`src/rtl/mmio_uart_tx.sv`:
```
// mmio_uart_tx: memory-mapped 8N1 UART transmitter with a small TX FIFO.
// Define MMIO_UART_TX_PARITY_EN to build the optional parity bit (CTRL bits 2/3).
module mmio_uart_tx #(
    parameter logic [31:0] BASE_ADDR   = 32'h1000_0000,
    parameter int          FIFO_DEPTH  = 4,
    parameter logic [15:0] DEFAULT_DIV = 16'd868
) (
    input  logic        clk,
    input  logic        reset,
    input  logic [31:0] addr,
    input  logic [31:0] write_data,
    input  logic        mem_write,
    output logic [31:0] read_data,
    output logic        tx,
    output logic        tx_busy
);
    localparam int AW = $clog2(FIFO_DEPTH);
    localparam logic [AW:0]   CNT_FULL = (AW+1)'(FIFO_DEPTH);
    localparam logic [AW:0]   CNT_ONE  = (AW+1)'(1);
    localparam logic [AW-1:0] PTR_ONE  = AW'(1);

`ifdef MMIO_UART_TX_PARITY_EN
    typedef enum logic [2:0] {IDLE, START, DATA, PARITY, STOP} state_t;
`else
    typedef enum logic [1:0] {IDLE, START, DATA, STOP} state_t;
`endif

    state_t        state, state_next;
    logic [7:0]    fifo_mem [FIFO_DEPTH];
    logic [AW-1:0] wr_ptr, rd_ptr;
    logic [AW:0]   count;
    logic [7:0]    count_byte;
    logic          overflow, enable;
    logic [15:0]   baud_div;
    logic [7:0]    shift_reg, shift_next;
    logic [15:0]   bit_cnt, cnt_next, div_lat, div_lat_next;
    logic [2:0]    bit_idx, idx_next;
    logic          tx_next, busy_next;
    logic          sel;
    logic [1:0]    offset;
    logic          push_req, push, pop, full, empty, period_end;
    logic          wr_baud, wr_ctrl;
    logic [1:0]    ctrl_hi;
    logic          unused_bits;

`ifdef MMIO_UART_TX_PARITY_EN
    logic parity_en, odd, par_lat, par_lat_next, par_bit, par_bit_next;
`endif

    assign sel        = (addr[31:4] == BASE_ADDR[31:4]);
    assign offset     = addr[3:2];
    assign push_req   = mem_write & sel & (offset == 2'd0);
    assign wr_baud    = mem_write & sel & (offset == 2'd2);
    assign wr_ctrl    = mem_write & sel & (offset == 2'd3);
    assign full       = (count == CNT_FULL);
    assign empty      = (count == '0);
    assign push       = push_req & ~full;
    assign period_end = (bit_cnt == 16'd0);
    assign count_byte = 8'(count);
    assign unused_bits = ^{addr[1:0], write_data[31:16]};

`ifdef MMIO_UART_TX_PARITY_EN
    assign ctrl_hi = {odd, parity_en};
`else
    assign ctrl_hi = 2'b00;
`endif

    // Configuration registers and sticky overflow; a setting push beats a clear request
    always_ff @(posedge clk) begin
        if (reset) begin
            baud_div <= DEFAULT_DIV;
            enable   <= 1'b1;
            overflow <= 1'b0;
`ifdef MMIO_UART_TX_PARITY_EN
            parity_en <= 1'b0;
            odd       <= 1'b0;
`endif
        end else begin
            if (wr_baud)
                baud_div <= (write_data[15:0] == 16'd0) ? 16'd1 : write_data[15:0];
            if (wr_ctrl) begin
                enable <= write_data[0];
`ifdef MMIO_UART_TX_PARITY_EN
                parity_en <= write_data[2];
                odd       <= write_data[3];
`endif
            end
            if (push_req && full)
                overflow <= 1'b1;
            else if (wr_ctrl && write_data[1])
                overflow <= 1'b0;
        end
    end

    always_ff @(posedge clk) begin
        if (reset) begin
            wr_ptr <= '0;
            rd_ptr <= '0;
            count  <= '0;
        end else begin
            if (push) wr_ptr <= wr_ptr + PTR_ONE;
            if (pop)  rd_ptr <= rd_ptr + PTR_ONE;
            if (push && !pop)
                count <= count + CNT_ONE;
            else if (pop && !push)
                count <= count - CNT_ONE;
        end
    end

    always_ff @(posedge clk) begin
        if (push) fifo_mem[wr_ptr] <= write_data[7:0];
    end

    // State register; tx and tx_busy are registered from the next state
    always_ff @(posedge clk) begin
        if (reset) begin
            state   <= IDLE;
            tx      <= 1'b1;
            tx_busy <= 1'b0;
`ifdef MMIO_UART_TX_PARITY_EN
            par_lat <= 1'b0;
`endif
        end else begin
            state   <= state_next;
            tx      <= tx_next;
            tx_busy <= busy_next;
`ifdef MMIO_UART_TX_PARITY_EN
            par_lat <= par_lat_next;
`endif
        end
    end

    always_ff @(posedge clk) begin
        shift_reg <= shift_next;
        bit_cnt   <= cnt_next;
        bit_idx   <= idx_next;
        div_lat   <= div_lat_next;
`ifdef MMIO_UART_TX_PARITY_EN
        par_bit   <= par_bit_next;
`endif
    end

    always_comb begin
        state_next = state;
        pop        = 1'b0;
        case (state)
            IDLE: begin
                if (enable && !empty) begin
                    pop        = 1'b1;
                    state_next = START;
                end
            end
            START: if (period_end) state_next = DATA;
            DATA: begin
                if (period_end && bit_idx == 3'd7) begin
`ifdef MMIO_UART_TX_PARITY_EN
                    state_next = par_lat ? PARITY : STOP;
`else
                    state_next = STOP;
`endif
                end
            end
`ifdef MMIO_UART_TX_PARITY_EN
            PARITY: if (period_end) state_next = STOP;
`endif
            STOP: begin
                // Chaining straight into START keeps frames back-to-back
                if (period_end) begin
                    if (enable && !empty) begin
                        pop        = 1'b1;
                        state_next = START;
                    end else begin
                        state_next = IDLE;
                    end
                end
            end
            default: state_next = IDLE;
        endcase
    end

    always_comb begin
        shift_next   = shift_reg;
        cnt_next     = bit_cnt;
        idx_next     = bit_idx;
        div_lat_next = div_lat;
`ifdef MMIO_UART_TX_PARITY_EN
        par_lat_next = par_lat;
        par_bit_next = par_bit;
`endif
        if (pop) begin
            shift_next   = fifo_mem[rd_ptr];
            div_lat_next = baud_div;
            cnt_next     = baud_div - 16'd1;
            idx_next     = 3'd0;
`ifdef MMIO_UART_TX_PARITY_EN
            par_lat_next = parity_en;
            par_bit_next = (^fifo_mem[rd_ptr]) ^ odd;
`endif
        end else if (state != IDLE) begin
            if (period_end) begin
                cnt_next = div_lat - 16'd1;
                if (state == DATA) begin
                    shift_next = {1'b0, shift_reg[7:1]};
                    idx_next   = bit_idx + 3'd1;
                end
            end else begin
                cnt_next = bit_cnt - 16'd1;
            end
        end

        case (state_next)
            START:   tx_next = 1'b0;
            DATA:    tx_next = shift_next[0];
`ifdef MMIO_UART_TX_PARITY_EN
            PARITY:  tx_next = par_bit_next;
`endif
            default: tx_next = 1'b1;
        endcase
        busy_next = (state_next != IDLE);
    end

    always_comb begin
        read_data = 32'd0;
        if (sel) begin
            case (offset)
                2'd1:    read_data = {16'd0, count_byte, 4'd0, overflow, empty, full, tx_busy};
                2'd2:    read_data = {16'd0, baud_div};
                2'd3:    read_data = {28'd0, ctrl_hi, 1'b0, enable};
                default: read_data = 32'd0;
            endcase
        end
    end
endmodule

```
`config.mk`:
```
export PLATFORM = sky130hd
export DESIGN_NAME = mmio_uart_tx
export DESIGN_NICKNAME = d
export VERILOG_FILES = /design/src/rtl/mmio_uart_tx.sv
export SDC_FILE = /design/constraint.sdc
export NUM_CORES = 1
export LEC_CHECK = 0
export BUFFER_PORTS_ARGS = -buffer_cell sky130_fd_sc_hd__buf_2
export CORE_MARGIN = 2
export CORE_UTILIZATION = 30
export CTS_CLUSTER_DIAMETER = 40
export DETAILED_ROUTE_END_ITERATION = 8
export HOLD_SLACK_MARGIN = 0.15
export MAX_ROUTING_LAYER = met4
export PLACE_DENSITY = 0.53
export SYNTH_ARGS = -nofsm -noshare
export SYNTH_HDL_FRONTEND = slang
export SYNTH_SLANG_ARGS = --single-unit
```
`constraint.sdc`:
```
create_clock -name clk -period 3.8 [get_ports clk]
set_input_delay 0.19 -clock clk [delete_from_list [all_inputs] [get_ports clk]]
set_output_delay 0.19 -clock clk [all_outputs]
set_load 0.05 [all_outputs]
```
# Word-level counts from Yosys, hierarchy flattened

Memories as Yosys holds them, arrays and structs flattened. A register that Yosys moved wholly into a read port is not among the register bits.
Cells that the tools add are included.

Bitwise gates (word level): 6
$add $sub $neg: 8
Equal/unequal tests: 11
Multiplexer cells: 28
Reductions and logical operators: 23

Operators with widths:

| cell                                                                  | count |
|---|---|
| 16-bit two-way mux                                                    | 5 |
| 16-bit case mux with 3 select lines                                   | 1 |
| 16-bit by 1-bit subtractor with 16-bit output (second input constant) | 3 |
| 16-bit logical NOT                                                    | 2 |
| 8-bit two-way mux                                                     | 4 |
| 28-bit by 25-bit == test with 1-bit output (second input constant)    | 1 |
| 2-bit nonzero test                                                    | 7 |
| 2-bit two-way mux                                                     | 6 |
| 2-bit == test (second input constant)                                 | 5 |
| 2-bit case mux with 4 select lines                                    | 1 |
| 1-bit two-way mux                                                     | 7 |
| 3-bit by 1-bit adder with 3-bit output (second input constant)        | 2 |
| 2-bit by 1-bit == test with 1-bit output (second input constant)      | 3 |
| 3-bit == test (second input constant)                                 | 2 |
| 1-bit logical AND                                                     | 6 |
| 3-bit two-way mux                                                     | 2 |
| 3-bit AND reduction                                                   | 2 |
| 1-bit AND                                                             | 5 |
| 2-bit by 1-bit adder with 2-bit output (second input constant)        | 2 |
| 2-bit logical NOT                                                     | 2 |
| 1-bit case mux with 2 select lines                                    | 2 |
| 1-bit logical NOT                                                     | 3 |
| 3-bit logical NOT                                                     | 1 |
| 3-bit by 1-bit subtractor with 3-bit output (second input constant)   | 1 |
| 1-bit NOT                                                             | 1 |

Logic and storage cells: 91
Memories kept: 1
Register bits after elaboration: 72
Memory bits (writable): 32
Output and inout bits: 34
Input bits: 67

Memory list:

| memory   | depth | width | read ports | clocked after memory_dff | write ports | line | text |
|---|---|---|---|---|---|---|---|
| fifo_mem | 4     | 8     | 1          | 1                        | 1           | 29   | `logic [7:0] fifo_mem [FIFO_DEPTH];` |

# Longest topological paths before layout

Gate-level depths: netlist of run 1.

Depth in word-level cells: 9
Mapped depth: 16
Depth with buffers taken out: 13

# Worst setup path after synthesis of run 1

No wires, ideal clock.

Path type: reg-to-reg
From: register state[0]
To: register bit_cnt[12], data pin
Library setup time: 261 ps
Arrival: 3018 ps
Slack: 521 ps
Cell stages (with the launch flop): 15
Path through: dfxtp_1 inv_1 ha_1 clkinv_1 and3_1 buf_2 a21oi_2 inv_1 buf_2 buf_1 a21oi_1 ha_1 nand3_2 o31a_1 o32a_1

Longest elaborated chain between the ends: 3
Elaborated cells on any way between the ends: 4
Those cells by class: eq/ne: 1; mux: 2; reduce/logical: 1

RTL lines:

| element                                            | line | text |
|---|---|---|
| start, declared                                    | 28   | `state_t state, state_next;` |
| start signal, assigned                             | 124  | `state <= state_next;` |
| 2-bit == test or 2-bit logical NOT (tied branches) | 146  | `case (state)` |
| 1-bit case mux with 2 select lines *               | 146  |  |
| 16-bit two-way mux *                               | 190  | `if (pop) begin` |
| via cnt_next[12]                                   | 36   | `logic [15:0] bit_cnt, cnt_next, div_lat, div_lat_next;` |
| end signal, assigned                               | 135  | `bit_cnt <= cnt_next;` |
| end, declared                                      | 36   |  |

The timed path passes the listed nets; every way through them passes the cells marked *.
A chain may end at the register's enable or synchronous reset.

# Worst setup path after layout of run 1

Ends and elaborated chain as after synthesis.

==> results.sh, run 1 <==
export IMPL_cp_endpoint="bit_cnt[12]"
export IMPL_clock_sinks=106
export IMPL_intPower_mw=2.698
export IMPL_clockRootBuffer="clkbuf_16"
export IMPL_vias=3870
export IMPL_synthCells=477
export IMPL_dpl_hpwl_um=9231
export IMPL_fin_setup_tns_ps=0
export IMPL_synth_flop_cell="edfxtp_1"
export IMPL_grt_overflow=0
export IMPL_hold_viol=0
export IMPL_crit_arrival_ps=3390
export IMPL_grt_pass1_vias=3852
export IMPL_postRouteAntennaNets=0
export IMPL_grt_pass1_wl_um=20020
export IMPL_ys_types=65
export IMPL_vdd_drop_max_mv=0.3798
export IMPL_worst_slew_pin_slew_ps=805.6
export IMPL_multi_input_area_mm2=0.002207
export IMPL_crit_start="state[0]"
export IMPL_maxSlewViolCount=0
export IMPL_rows=48
export IMPL_wl_per_cell_um=15.62
export IMPL_p_sw_mw=1.563
export IMPL_r2r_start="state[0]"
export IMPL_grt_usage_pct=14.40
export IMPL_fin_skew_ps=6.562
export IMPL_vias_per_cell=4.905
export IMPL_rsz0062_at_grt="false"
export IMPL_yosys_warnings=0
export IMPL_nets=640
export IMPL_ys_async_sr_fraction_pct=0
export IMPL_ys_ff_latch=106
export IMPL_min_period_ps=3289
export IMPL_hp_class="input pin to flop"
export IMPL_power_mw=4.261
export IMPL_largest_register="fifo_mem"
export IMPL_path_clk_slew_ps=70
export IMPL_clock_fmax_ghz=0.3041
export IMPL_num_antenna_cells=0
export IMPL_route_detailed_drc=0
export IMPL_cts_tree="yes"
export IMPL_powerDensity_mw_per_mm2=681.0
export IMPL_drv_cap=0
export IMPL_reg2reg_slack_ps=510
export IMPL_worstSetupStartpointType="flop"
export IMPL_required_ps=3900
export IMPL_die_area_mm2=0.01857
export IMPL_syn_to_final_growth_pct=19.21
export IMPL_coreArea_mm2=0.01718
export IMPL_r2r_end="bit_cnt[12]"
export IMPL_fin_crit_sh_pct=86.55
export IMPL_comb_power_share_pct=34.9
export IMPL_crit_type="flop to flop"
export IMPL_cp_end_kind="flop"
export IMPL_p_leak_nw=2.324
export IMPL_die_h_um=136.3
export IMPL_netlist_area_mm2=0.005249
export IMPL_synth_edff_count=71
export IMPL_reg2reg_depth=12
export IMPL_drive_above_1_share_pct=19.86
export IMPL_finalWirelength_um=12330
export IMPL_drt_iter0_markers=202
export IMPL_cts_htree_levels=3
export IMPL_start_util_pct=30.56
export IMPL_slowest_stage="dfxtp_1"
export IMPL_fill_cells=1738
export IMPL_path_max_fanout=10
export IMPL_setup_viol_count_final=0
export IMPL_slowest_delay_ps=390
export IMPL_syn_area_per_cell_um2=11.00
export IMPL_crit_chain="inv_1 -> ha_1 -> clkinv_1 -> and3_1 -> a21oi_2 -> inv_1 -> a21oi_1 -> ha_1 -> o21ai_0 -> nor4b_1 -> xor2_1 -> o32a_1"
export IMPL_ios=101
export IMPL_largest_reg_flops=32
export IMPL_pwr_share_clk_pct=22.7
export IMPL_cts_buffer_depth=2
export IMPL_pwr_share_seq_pct=42.5
export IMPL_regArea_mm2=0.002833
export IMPL_insertion_delay_ps=350
export IMPL_cts_made_buffers=9
export IMPL_gp_congestion=0.9211
export IMPL_die_x_um=136.3
export IMPL_io_buffer_count=66
export IMPL_grt_max_degree=26
export IMPL_antenna_found_initial=0
export IMPL_drtPass1Iterations=5
export IMPL_swShare_pct=36.67
export IMPL_slew_headroom_pct=45.88
export IMPL_status="complete, no violations"
export IMPL_synth_seq_area_share_pct=53.97
routing by layer:
metal | global-route usage [%] | up-vias | wire (um)
met5 | - | - | 0
met1 | 18.94 | 1849 | 5721
li1 | - | 1898 | -
met4 | 5.324 | 0 | 198
met3 | 2.163 | 12 | 477
met2 | 22.56 | 111 | 5930
timing repair:
action	4_1_cts	5_1_grt
setup endpoints to repair	0	0
hold buffers	16	0
setup buffers	0	0
resized for setup	0	0
endpoints found under the hold margin	43	0
through the flow:
step | worst slack (ps) | hold WS (ps) | area (um^2) | util, % | instances
2_1_floorplan | 520.8 | 269.8 | 5305 | - | 492
3_3_place_gp | 613.6 | 427.8 | 5783 | 33.67 | 757
3_5_place_dp | 524.7 | 424.1 | 5783 | 33.67 | 757
4_1_cts | 511.2 | 183.9 | 6257 | 36.43 | 789
5_1_grt | 254.2 | 200.5 | 6257 | 36.43 | 789
6_report | 511.3 | 199.7 | 6257 | 36.43 | 789
cells in the mapped netlist, drive strengths merged (2+ instances only):
cell type	instances	area share (%)
nor4b	2	0.33
nor2b	2	0.24
a22oi	7	1.0
nand2	57	4.1
edfxtp	71	41
or3	4	0.48
and3	3	0.36
o32ai	6	1.3
o21ai	12	1.1
o31a	3	0.50
o22ai	3	0.36
a311oi	2	0.33
or2	4	0.48
dfxtp	35	13
ha	13	3.1
mux2i	9	1.7
nand2b	3	0.36
a21o	3	0.43
nand4	5	0.60
a21oi	30	2.9
nor3	7	0.76
o21a	3	0.43
nor3b	3	0.43
a211oi	3	0.43
inv	14	1.0
buf	26	3.3
xor2	8	1.3
and2	15	1.8
clkbuf	10	0.72
nor4	19	2.6
xnor2	12	2.0
nor2	35	2.5
and4	2	0.33
nand3	17	1.7
mux4	8	3.4
worst min path at each step:
stage                              from     endpoint  cells after the start
after floorplan                   reset     state[0]                      1
final                           addr[2]     overflow                      2
after global routing            addr[2]     overflow                      2
after CTS                       addr[2]     overflow                      2
after global placement    write_data[9]  baud_div[9]                      3
after detailed placement  write_data[9]  baud_div[9]                      3
power groups by stage:
stage	registers, mW	logic (mW)	clock network [mW]
after floorplan	1.79	1.13	0
after global placement	1.83	1.44	0
after detailed placement	1.83	1.48	0
after CTS	1.81	1.49	0.988
after global routing	1.85	1.66	1.04
final	1.81	1.48	0.965
logic make-up after synthesis:
kind of cell	synth area share (%)
mux	5.364
buf+inv	5.054
simple gates	17.45
fa+ha+maj	3.480
compound gates	11.28
flops	53.97
xor+xnor	3.337
other cells	0.07145
placed cells by master, fill, tap and decap left out, drive strengths merged, types with 16 or more instances in the layout:
master	count
a21oi	30
nand2	57
conb	16
dfxtp	35
dlygate4sd3	16
buf	76
nor4	19
inv	16
nand3	17
nor2	35
edfxtp	71
cell type report:
class / count / share of cell area (%)
multi-input cells: 335 / 35.27
flip-flops and latches: 106 / 45.27
repair buffers: 92 / 9.038
inverters: 15 / 0.8998
clock buffers: 9 / 3.599
clock inverters: 7 / 1.420
well taps: 225 / 4.499
worst max-delay path, delay by kind of cell (launching register included):
family / cells / cell delay (ps)
buffers and inverters: 3 / 420
DFF: 1 / 390
AOI/OAI and AO/OA: 4 / 770
adders and majority gates: 2 / 600
and+or+nand+nor: 2 / 750
xor gates and xnor gates: 1 / 110
Power figures use the tool's default switching activity.
==> inputs of run 2 (changes only) <==
--- a/config.mk
+++ b/config.mk
@@ -8,6 +8,7 @@
 export BUFFER_PORTS_ARGS = -buffer_cell sky130_fd_sc_hd__buf_2
 export CORE_MARGIN = 2
 export CORE_UTILIZATION = 30
+export CTS_BUF_LIST = sky130_fd_sc_hd__clkbuf_8
 export CTS_CLUSTER_DIAMETER = 40
 export DETAILED_ROUTE_END_ITERATION = 8
 export HOLD_SLACK_MARGIN = 0.15
==> results.sh, run 2 (synthesized netlist as in run 1, its figures left out) <==
export IMPL_grt_usage_pct=14.32
export IMPL_worstSetupStartpointType="flop"
export IMPL_insertion_delay_ps=380
export IMPL_slowest_delay_ps=410
export IMPL_fin_crit_sh_pct=86.62
export IMPL_grt_max_degree=26
export IMPL_whs_path_depth=4
export IMPL_postRouteAntennaNets=0
export IMPL_finalHoldWorstSlack_ps=234.8
export IMPL_num_antenna_cells=0
export IMPL_drive_above_1_share_pct=19.82
export IMPL_rows=48
export IMPL_hold_viol=0
export IMPL_antenna_found_initial=0
export IMPL_wl_per_cell_um=15.64
export IMPL_crit_arrival_ps=3430
export IMPL_place_area_mm2=0.005783
export IMPL_nets=641
export IMPL_hp_class="input pin to flop"
export IMPL_wl_met3_um=501
export IMPL_vdd_drop_max_mv=0.3688
export IMPL_layout_commonest_cell="edfxtp_1"
export IMPL_clock_sinks=106
export IMPL_fin_skew_ps=11.05
export IMPL_setup_viol_count_final=0
export IMPL_place_worst_setup_slack_ps=524.7
export IMPL_wl_met2_um=5943
export IMPL_path_clk_slew_ps=110
export IMPL_grt_overflow=0
export IMPL_drv_cap=0
export IMPL_ctsResizeCount=0
export IMPL_grt_pass1_wl_um=20020
export IMPL_p_leak_nw=2.281
export IMPL_cts_buffer_depth=2
export IMPL_die_h_um=136.3
export IMPL_slew_headroom_pct=46.73
export IMPL_dpl_hpwl_um=9231
export IMPL_finalWirelength_um=12360
export IMPL_path_max_fanout=10
export IMPL_route_detailed_drc=0
export IMPL_ios=101
export IMPL_fin_setup_tns_ps=0
export IMPL_min_from="addr[3]"
export IMPL_cts_tree="yes"
export IMPL_maxSlewViolCount=0
export IMPL_top_layer_used="met4"
export IMPL_setup_ws_ps=508.5
export IMPL_die_x_um=136.3
export IMPL_die_area_mm2=0.01857
export IMPL_cts_made_buffers=9
export IMPL_largest_register="fifo_mem"
export IMPL_crit_chain="inv_1 -> ha_1 -> clkinv_1 -> and3_1 -> a21oi_2 -> inv_1 -> a21oi_1 -> ha_1 -> nand3_2 -> o31a_1 -> o32a_1"
export IMPL_crit_start="state[0]"
export IMPL_cp_end_kind="flop"
export IMPL_min_to="overflow"
export IMPL_r2r_start="state[0]"
export IMPL_io_buffer_count=66
export IMPL_final_area_mm2=0.006166
export IMPL_crit_family="compound AO/OA/AOI/OAI gates"
export IMPL_rsz0062_at_grt="false"
export IMPL_drtPass1Iterations=5
export IMPL_status="complete, no violations"
export IMPL_vias_per_cell=4.939
export IMPL_r2r_end="bit_cnt[12]"
export IMPL_fill_cells=1749
export IMPL_vias=3902
export IMPL_wl_met1_um=5693
export IMPL_reg2reg_slack_ps=510
export IMPL_drt_iter0_markers=179
export IMPL_grt_pass1_vias=3905
export IMPL_cp_depth=11
export IMPL_crit_type="flop to flop"
export IMPL_min_period_ps=3291
export IMPL_largest_reg_flops=32
export IMPL_cts_htree_levels=3
export IMPL_syn_to_final_growth_pct=17.47
export IMPL_cp_buffers_inverters=3
export IMPL_reg2reg_depth=11
export IMPL_postCtsSetupBuffers=0
export IMPL_required_ps=3940
export IMPL_start_util_pct=30.56
export IMPL_worst_slew_pin_slew_ps=792.9
export IMPL_clockRootBuffer="clkbuf_8"
export IMPL_powerDensity_mw_per_mm2=653.7
export IMPL_slowest_stage="dfxtp_1"
export IMPL_gp_congestion=0.9211
export IMPL_clock_fmax_ghz=0.3038
export IMPL_layout_common_cells="edfxtp_1, buf_2, nand2_1, nor2_1, dfxtp_1"
export IMPL_coreArea_mm2=0.01718
[run 2: cell types whose count changed in the layout (fill, tap and decap cells not counted), sizes merged]
cell / change
dlygate4sd3: +1
[run 2: final cells by class]
class                           instances  area (um^2)  share of cell area, %
Clock buffer                            9        123.9                  2.009
Clock inverter                          7        88.84                  1.441
Inverter                               15        56.30                 0.9131
Multi-Input combinational cell        335         2207                  35.80
Sequential cell                       106         2833                  45.94
Tap cell                              225        281.5                  4.566
Timing Repair Buffer                   93        575.6                  9.334
[run 2: repair_timing]
action | 4_1_cts | 5_1_grt
hold buffers | 17 | 0
endpoints found under the setup margin | 0 | 0
hold endpoints to repair | 49 | 0
[run 2: through the flow]
stage          power, mW  instances  utilization [%]
4_1_cts            4.055        790            35.90
6_report           4.030        790            35.90
3_3_place_gp       3.267        757            33.67
5_1_grt            4.306        790            35.90
3_5_place_dp       3.311        757            33.67
2_1_floorplan      2.927        492                -
[run 2: worst max path at each step]
stage                       end
finish              bit_cnt[12]
global route        bit_cnt[12]
CTS                 bit_cnt[12]
detailed placement     count[2]
global placement    bit_cnt[12]
floorplan           bit_cnt[12]
[run 2: power by group]
part	total [mW]	leakage, nW	switching [mW]	internal, mW
clock network	0.735	0.0968	0.419	0.317
logic	1.49	1.25	0.936	0.551
registers	1.81	0.931	0.185	1.62
[run 2: worst reg2reg max path, delay by kind of cell (launching register included)]
family          cells  cell delay, ps
compound gates      4            1060
fa+ha+maj           2             600
buf+inv             3             410
flops               1             410
simple gates        2             570
[run 2: routing by layer]
metal  track usage (%)  up-vias
li1                  -     1897
met1             18.66     1864
met2             22.64      121
met3             2.051       20
met4             5.440        0
met5                 -        -
==> inputs of run 3 (changes only) <==
==> constraint.sdc (replaced) <==
create_clock -name clk -period 3.2 [get_ports clk]
set_input_delay 0.16 -clock clk [delete_from_list [all_inputs] [get_ports clk]]
set_output_delay 0.16 -clock clk [all_outputs]
set_load 0.05 [all_outputs]
==> results.sh, run 3 (synthesized netlist as in run 1, its figures left out) <==
export IMPL_rows=48
export IMPL_die_area_mm2=0.01857
export IMPL_fin_setup_tns_ps=0
export IMPL_cts_buffer_depth=2
export IMPL_clock_fmax_ghz=0.3312
export IMPL_power_mw=4.947
export IMPL_fill_cells=1736
export IMPL_min_period_ps=3019
export IMPL_maxSlewViolCount=0
export IMPL_vdd_drop_max_mv=0.3561
export IMPL_crit_start="bit_cnt[13]"
export IMPL_setup_ws_ps=180.9
export IMPL_drtPass1Iterations=5
export IMPL_cp_end_kind="flop"
export IMPL_p_leak_nw=2.348
export IMPL_powerDensity_mw_per_mm2=788.5
export IMPL_whs_path_depth=2
export IMPL_final_area_mm2=0.006274
export IMPL_gp_congestion=0.8890
export IMPL_layout_common_cells="edfxtp_1, buf_2, nand2_1, nor2_1, dfxtp_1"
export IMPL_cp_buffers_inverters=2
export IMPL_fin_skew_ps=9.723
export IMPL_route_detailed_drc=0
export IMPL_finalWirelength_um=12740
export IMPL_rsz0062_at_grt="false"
export IMPL_path_clk_slew_ps=110
export IMPL_vias_per_cell=4.886
export IMPL_cts_tree="yes"
export IMPL_stdcell_count=800
export IMPL_antenna_found_initial=0
export IMPL_dpl_hpwl_um=9374
export IMPL_hp_class="input pin to flop"
export IMPL_min_to="wr_ptr[1]"
export IMPL_die_h_um=136.3
export IMPL_r2r_end="bit_cnt[12]"
export IMPL_num_antenna_cells=0
export IMPL_reg2reg_slack_ps=180
export IMPL_syn_to_final_growth_pct=19.52
export IMPL_slowest_stage="edfxtp_1"
export IMPL_hold_viol=0
export IMPL_crit_arrival_ps=3160
export IMPL_path_max_fanout=6
export IMPL_grt_usage_pct=14.73
export IMPL_required_ps=3340
export IMPL_drive_above_1_share_pct=21.91
export IMPL_r2r_start="bit_cnt[13]"
export IMPL_crit_chain="nor4_1 -> buf_4 -> and4_1 -> a21oi_2 -> inv_1 -> nor2_1 -> a21oi_2 -> ha_2 -> nand3_4 -> o31a_1 -> o32a_1"
export IMPL_die_x_um=136.3
export IMPL_slowest_delay_ps=430
export IMPL_ios=101
export IMPL_layout_commonest_cell="edfxtp_1"
export IMPL_cp_common_cell="a21oi_2"
export IMPL_largest_reg_flops=32
export IMPL_fin_crit_sh_pct=94.35
export IMPL_setup_viol_count_final=0
export IMPL_nets=651
export IMPL_grt_overflow=0
export IMPL_insertion_delay_ps=380
export IMPL_wl_per_cell_um=15.92
export IMPL_crit_type="flop to flop"
export IMPL_grt_pass1_wl_um=20510
export IMPL_slew_headroom_pct=42.85
export IMPL_grt_pass1_vias=3877
export IMPL_drt_iter0_markers=245
export IMPL_dp_cells=765
export IMPL_io_buffer_count=66
export IMPL_cp_depth=11
export IMPL_drv_cap=0
export IMPL_coreArea_mm2=0.01718
export IMPL_crit_family="compound AO/OA/AOI/OAI gates"
export IMPL_clockRootBuffer="clkbuf_8"
export IMPL_grt_max_degree=35
export IMPL_worstSetupStartpointType="flop"
export IMPL_start_util_pct=30.56
export IMPL_place_area_mm2=0.005858
export IMPL_largest_register="fifo_mem"
export IMPL_min_from="reset"
export IMPL_cts_made_buffers=9
export IMPL_clock_sinks=106
export IMPL_reg2reg_depth=11
export IMPL_worst_slew_pin_slew_ps=850.7
export IMPL_place_worst_setup_slack_ps=124.6
export IMPL_vias=3909
export IMPL_cts_htree_levels=3
export IMPL_postRouteAntennaNets=0
export IMPL_status="complete, no violations"
==> run 3: cell types whose count changed in the layout (fill, tap and decap cells not counted), sizes merged <==
cell	change
clkinv	-1
clkinvlp	-3
buf	+10
inv	+4
==> run 3: metal layers <==
metal | vias to the layer above | GRT usage, % | part of all wire [%]
li1 | 1909 | - | -
met1 | 1856 | 19.57 | 46
met2 | 133 | 23.65 | 48
met3 | 11 | 1.939 | 4.6
met4 | 0 | 4.167 | 1.1
met5 | - | - | 0
==> run 3: area by class of cell <==
class                   instances  area [um^2]  share of cell area, %
well taps                     225        281.5                  4.487
clock buffers                   9        123.9                  1.974
flip-flops and latches        106         2833                  45.15
clock inverters                 7        87.58                  1.396
inverters                      15        56.30                 0.8975
multi-input cells             335         2228                  35.52
repair buffers                103        663.1                  10.57
==> run 3: worst max path at each step <==
stage | to | slack (ps)
final | bit_cnt[12] | 180
after global routing | bit_cnt[12] | 20
after CTS | bit_cnt[12] | 130
after detailed placement | bit_cnt[12] | 120
after global placement | bit_cnt[12] | 230
after floorplan | bit_cnt[12] | -10
==> run 3: metrics by stage <==
| step | hold slack, ps | util, % |
|---|---|---|
| 6_report | 193.3 | 36.52 |
| 5_1_grt | 209.1 | 36.52 |
| 4_1_cts | 184.1 | 36.33 |
| 3_5_place_dp | 410.0 | 34.11 |
| 3_3_place_gp | 407.8 | 34.11 |
| 2_1_floorplan | 239.8 | - |
==> run 3: report_power, final <==
part           switching (mW)  internal (mW)  leakage [nW]
Clock                   0.510          0.385         0.109
Combinational            1.19          0.733          1.31
Sequential              0.204           1.93         0.931
Total                    1.90           3.05          2.35
==> run 3: worst reg2reg max path, stage by stage (launching register included) <==
cell and delay, ps:
edfxtp_1 430, nor4_1 400, buf_4 200, and4_1 210
a21oi_2 90, inv_1 170, nor2_1 90, a21oi_2 150
ha_2 280, nand3_4 130, o31a_1 300, o32a_1 340
==> run 3: what timing repair did <==
item,4_1_cts,5_1_grt
hold endpoints to repair,49,0
resized for setup,0,4
endpoints found under the setup margin,0,2
buffers inserted,0,2
hold buffers,17,0
